--- src/rtl/operand_sequencer.sv ---
// Operand sequencer for the 3-bit ripple adder: debounced load button steps A -> B/cin -> sample sum.
// Operands are driven straight to the adder; its sum is latched after a settle delay.
module operand_sequencer #(
  parameter int DB_CYCLES     = 500000,
  parameter int SETTLE_CYCLES = 2
) (
  input  logic       clk,
  input  logic       rst_n,
  input  logic       btn_load,
  input  logic [2:0] sw,
  input  logic       cin_sw,
  input  logic [2:0] sum_in,
  output logic [2:0] first_bin,
  output logic [2:0] second_bin,
  output logic       cin,
  output logic [2:0] result,
  output logic       result_valid,
  output logic [1:0] state_led
);

  localparam int DBW = $clog2(DB_CYCLES + 1);
  localparam int STW = $clog2(SETTLE_CYCLES + 1);

  typedef enum logic [1:0] {
    S_A    = 2'b00,
    S_B    = 2'b01,
    S_WAIT = 2'b10,
    S_DONE = 2'b11
  } state_t;

  logic           r_sync1, r_sync2, r_db, r_press;
  logic [DBW-1:0] r_db_cnt;
  state_t         r_state;
  logic [STW-1:0] r_settle;
  logic [2:0]     r_first, r_second, r_result;
  logic           r_cin, r_valid;

  // Press is raised on the same edge the debounced level rises, so the FSM
  // reacts one edge later instead of waiting for a separate edge detector.
  always_ff @(posedge clk or negedge rst_n) begin
    if (!rst_n) begin
      r_sync1  <= 1'b0;
      r_sync2  <= 1'b0;
      r_db     <= 1'b0;
      r_db_cnt <= '0;
      r_press  <= 1'b0;
    end else begin
      r_sync1 <= btn_load;
      r_sync2 <= r_sync1;
      r_press <= 1'b0;
      if (r_sync2 != r_db) begin
        if (r_db_cnt == DBW'(DB_CYCLES - 1)) begin
          r_db     <= ~r_db;
          r_db_cnt <= '0;
          r_press  <= ~r_db;
        end else begin
          r_db_cnt <= r_db_cnt + 1'b1;
        end
      end else begin
        r_db_cnt <= '0;
      end
    end
  end

  always_ff @(posedge clk or negedge rst_n) begin
    if (!rst_n) begin
      r_state  <= S_A;
      r_settle <= '0;
      r_first  <= '0;
      r_second <= '0;
      r_cin    <= 1'b0;
      r_result <= '0;
      r_valid  <= 1'b0;
    end else begin
      case (r_state)
        S_A: if (r_press) begin
          r_first <= sw;
          r_state <= S_B;
        end
        S_B: if (r_press) begin
          r_second <= sw;
          r_cin    <= cin_sw;
          r_settle <= '0;
          r_state  <= S_WAIT;
        end
        // Presses arriving here are dropped on purpose.
        S_WAIT: if (r_settle == STW'(SETTLE_CYCLES)) begin
          r_result <= sum_in;
          r_valid  <= 1'b1;
          r_state  <= S_DONE;
        end else begin
          r_settle <= r_settle + 1'b1;
        end
        S_DONE: if (r_press) begin
          r_first  <= sw;
          r_second <= '0;
          r_cin    <= 1'b0;
          r_valid  <= 1'b0;
          r_state  <= S_B;
        end
        default: r_state <= S_A;
      endcase
    end
  end

  assign first_bin    = r_first;
  assign second_bin   = r_second;
  assign cin          = r_cin;
  assign result       = r_result;
  assign result_valid = r_valid;
  assign state_led    = r_state;

endmodule

--- config.mk ---
export PLATFORM = sky130hd
export DESIGN_NAME = operand_sequencer
export DESIGN_NICKNAME = d
export VERILOG_FILES = /design/src/rtl/operand_sequencer.sv
export SDC_FILE = /design/constraint.sdc
export NUM_CORES = 1
export LEC_CHECK = 0
export BUFFER_PORTS_ARGS = -buffer_cell sky130_fd_sc_hd__buf_2
export CAP_MARGIN = 10
export CORE_AREA = 10 10 80 82
export CTS_CLUSTER_SIZE = 24
export DETAILED_ROUTE_END_ITERATION = 8
export DIE_AREA = 0 0 90 92
export PLACE_DENSITY = 0.6
export SKIP_CTS_REPAIR_TIMING = 1
export SYNTH_ARGS = -nofsm -noshare
export SYNTH_HDL_FRONTEND = slang
export SYNTH_SLANG_ARGS = --single-unit
--- constraint.sdc ---
create_clock -name clk -period 1.95 [get_ports clk]
set_input_delay 0.0975 -clock clk [delete_from_list [all_inputs] [get_ports clk]]
set_output_delay 0.0975 -clock clk [all_outputs]
set_load 0.02 [all_outputs]
# == Yosys cells after proc, flatten, opt, wreduce, memory -nomap -nowiden ==
# Cells that the tools add are included.
# totals
out_inout_bits,13
register_bits,38
wordCells,57
inputBits,10
# classes
add_sub_neg,2
n_reduce_logical,12
bitwise,1
muxes,19
eq_ne,11
# ops
cell,n
$mux 19,2
$add 19x1->19 const B,1
$eq 19x19->1 const B,1
$reduce_and 3->1,4
$mux 2,5
$ne 2x2->1 const B,4
$eq 2x2->1 const B,3
$mux 3,2
$pmux 2 s3,1
$pmux 3 s2,1
$reduce_and 2->1,3
$reduce_bool 2->1,3
$mux 1,5
$pmux 1 s2,2
$pmux 2 s2,1
$add 2x1->2 const B,1
$eq 2x1->1 const B,1
$logic_not 2->1,1
$ne 2x1->1 const B,1
$reduce_or 2->1,1
$ne 1x1->1,1
$not 1->1,1

# == Longest topological paths before layout ==
# logic_depth
depth_word,4
depth_mapped,6
ltp_nobuf,6

# == Least setup slack after synthesis ==
# No wires, ideal clock.
# synth_path
kind,reg2reg
from,reg r_db_cnt[7]
to,reg r_db
synth_period_minus_slack_ns,1.515
path_buffers,0
arrival_ns,1.387
path_slack_ns,0.435
setup_ns,0.128
path_stages_with_launch,5
path_cell_list,dfrtp_1 nor4b_1 nand4_1 nor2_2 mux2_1
# synth_via
elab_chain_len,2
# synth_lines
item,line,source
start: declaration,32,logic [DBW-1:0] r_db_cnt;
start signal: assignment,57,r_db_cnt <= r_db_cnt + 1'b1;
$eq 19x19->1,52,if (r_db_cnt == DBW'(DB_CYCLES - 1)) begin
$reduce_and 2->1 (no source line),-,
end signal: assignment,53,r_db <= ~r_db;
end: declaration,31,"logic r_sync1, r_sync2, r_db, r_press;"
# Every way passes these cells.
# A chain may end at the register's enable or synchronous reset.

# == Final worst setup path ==
# Ends and elaborated chain as after synthesis.

==> flow_metrics.py <==
metrics = {
    "critical_path": {
        "arrival_ps": 1800,
        "critPathBufInv": 0,
        "cp-start-kind": "flip-flop",
        "crit_path_max_fanout": 5,
        "cp-end-kind": "flip-flop",
        "critical-path-max-stage-delay_ps": 460,
        "crit_family": "simple AND/OR/NAND/NOR gates",
        "required_ps": 2110,
        "worstSetupPathType": "flip-flop to flip-flop",
        "cp_slowest_cell": "dfrtp_1",
        "path_cells": "nor4b_1, nand4_1, nor2_2, mux2_1",
    },
    "synth": {
        "synth_top_family_by_area": "simple AND/OR/NAND/NOR gates",
        "synthCells": 176,
        "syn_nets": 191,
        "synth_cell_types": 38,
        "ys_dominant_reg_cell": "dfrtp_1",
        "synth-xor-area-share_pct": 6.926,
        "syn_area_per_cell_um2": 10.78,
        "syn-cell-area_um2": 1897,
        "synth_compound_area_share_pct": 8.113,
        "yosysSeqAreaShare_pct": 50.13,
        "synthAdderAreaFrac_pct": 3.298,
        "yosysWarningCount": 0,
        "synthSimpleGateAreaFrac_pct": 22.76,
        "ys_seq_elements": 38,
        "synthArstFlopShare_pct": 100.0,
        "synthMuxAreaShare_pct": 5.211,
        "synth_edf_count": 0,
    },
    "route": {
        "met2_length_um": 1682,
        "avgRoutedWirePerCell_um": 13.04,
        "drc_errors": 0,
        "wl_met3_um": 184,
        "first_pass_iters": 4,
        "drt_iter0_markers": 31,
        "antenna_left": 0,
        "highest_layer": "met4",
        "m1WireLength_um": 1707,
        "vias": 1341,
        "drt_wl_total_um": 3624,
        "drt-vias-per-instance": 4.824,
    },
    "power": {
        "p_per_area_nw_per_um2": 633.8,
        "leakage_nw": 0.9738,
        "p_total_w": 0.001407,
        "vdd_ir_drop_max_mv": 0.4325,
    },
    "finish": {
        "seq_area_um2": 950.9,
        "nets": 224,
        "stdcell_area_um2": 2220,
        "multi_input_area_um2": 878.3,
        "area_growth_pct": 17.02,
        "instances_no_fill": 278,
        "num-fill-cells": 466,
        "drive_gt1_share_pct": 23.56,
        "antenna_cells": 0,
    },
    "timing": {
        "setup_viol": 0,
        "finalHoldViolCount": 0,
        "period_minus_slack_ps": 1642,
        "finalWorstSetupSlack_ps": 307.7,
        "skew_ps": 4.970,
        "final_max_slew_viol_count": 0,
        "max_slew_margin_pct": 43.59,
        "finalSetupTns_ps": 0,
        "tightest_slew_ps": 846.2,
        "min_period_over_period_pct": 84.22,
        "rsz0062_at_grt": "false",
        "clock.fmax_mhz": 608.9,
    },
    "grt": {
        "grt_max_degree": 39,
        "grt_pass1_wl_um": 6382,
        "grt_use_total_pct": 9.187,
        "grt_pass1_vias": 1407,
        "overflow": 0,
        "antenna_found_initial": 0,
    },
    "place": {
        "gp_routability_congestion": 0.7335,
        "dp_cells": 270,
        "dp_slack_ps": 324.9,
        "port_buffers": 22,
        "post_dp_cell_area_um2": 2117,
        "dp_hpwl_um": 2625,
    },
    "clock_tree": {
        "clk_latency_ps": 280,
        "root_buffer": "clkbuf_8",
        "cts_buffer_depth": 2,
        "tritoncts": "built",
        "cts.sinks": 38,
        "cts.clk_slew.worst_paths_ps": 70,
        "numCtsBuffers": 5,
        "htree_levels": 2,
    },
    "hold_path": {
        "holdCritPathClass": "input pin to flip-flop",
    },
    "die": {
        "die_area_um2": 8280,
        "start_util_pct": 38.61,
        "core-area_um2": 4912,
        "ioPinCount": 23,
        "fp.dieW_um": 90,
        "die_h_um": 92,
        "rows": 26,
    },
    "status": {
        "status": "finished, final reports clean",
    },
    "run": {
        "max_cap_viol_count": 0,
    },
}
[metal layers]
layer	GRT usage [%]	vias to the layer above
met5	0	-
met4	3.979	0
met3	3.097	6
met2	15.25	22
met1	10.61	641
li1	-	672
[cell families (layout without fill, tap and decap cells)]
| family | after synthesis | in the layout |
|---|---|---|
| simple gates | 68 | 68 |
| flops | 38 | 38 |
| compound gates | 24 | 24 |
| buf+inv | 17 | 49 |
| xor+xnor | 15 | 15 |
| mux | 9 | 9 |
| fa+ha+maj | 5 | 5 |
[worst paths after layout]
check | from | to | slack [ps] | cells past startpoint
setup / recovery | r_db_cnt[7]$_DFF_PN0_ | r_db$_DFFE_PN0P_ | 310 | 4
hold / removal | sum_in[0] | result[0]$_DFFE_PN0P_ | 50 | 2
setup reg to reg | r_db_cnt[7]$_DFF_PN0_ | r_db$_DFFE_PN0P_ | 310 | 4
hold reg to reg | r_sync1$_DFF_PN0_ | r_sync2$_DFF_PN0_ | 350 | 0
max in group asynchronous | rst_n | result[0]$_DFFE_PN0P_ | 960 | 2
min in group asynchronous | rst_n | r_db_cnt[0]$_DFF_PN0_ | 460 | 2
[sequential cells by signal, indices dropped and copies added (netlist names), 2 cells and up]
name	cells
r_db_cnt	19
first_bin	3
result	3
second_bin	3
r_settle	2
state_led	2
[cells in the mapped netlist (2+ instances only)]
cell type  count  share of area [%]
nand3_1       10                2.6
dfrtp_1       38                 50
nand4_4        2                2.2
inv_1         14                2.8
nor4_4         2                2.2
nand2_1        8                1.6
mux2_2         6                3.6
o21a_1         4                1.6
nor3_1         2               0.53
ha_1           5                3.3
xnor2_1       14                6.5
clkbuf_1       2               0.40
o21ai_0        5                1.3
nor4_1         4                1.3
mux2i_1        2                1.1
o22ai_1        4                1.3
nor4_2         2                1.3
nor2_1        25                4.9
a21oi_1        6                1.6
nand4_1        3               0.99
[cell type report]
type | count | share of cell area [%]
Timing Repair Buffer | 29 | 7.554
Tap cell | 70 | 3.946
Multi-Input combinational cell | 121 | 39.57
Clock buffer | 6 | 3.720
Inverter | 14 | 2.368
Sequential cell | 38 | 42.84
[power breakdown]
group | total [W] | internal [W] | switching, W
clock network | 0.000523 | 0.000273 | 0.000251
registers | 0.000813 | 0.000801 | 0.0000114
logic | 0.0000708 | 0.0000282 | 0.0000426
[per-stage QoR]
stage | utilization, % | hold slack (ps)
4_1_cts | 44.78 | -87.22
3_3_place_gp | 43.10 | 207.8
3_5_place_dp | 43.10 | 207.6
5_1_grt | 45.19 | 53.13
6_report | 45.19 | 47.00
2_1_floorplan | - | -198.1
[cell usage in the layout (no fill, tap or decap), drive strengths merged]
master,n
dfrtp,38
buf,27
nor2,26
inv,14
xnor2,14
nand3,11
nand2,8
nor4,8
mux2,7
a21oi,6
clkbuf,6
nand4,6
o21ai,5
ha,5
o21a,4
o22ai,4
mux2i,2
nor3,2
dlygate4sd3,2
nor4b,1
nor4bb,1
and4b,1
o21bai,1
o31ai,1
or4,1
xor2,1
and3b,1
nand2b,1
nor2b,1
a22o,1
a22oi,1
o221ai,1
[worst reg2reg max path: cells and delay by family (launching register included)]
family / cells / cell delay [ps]
mux: 1 / 330
simple gates: 3 / 730
flops: 1 / 460
No activity file was read; power rests on OpenSTA's default activity.
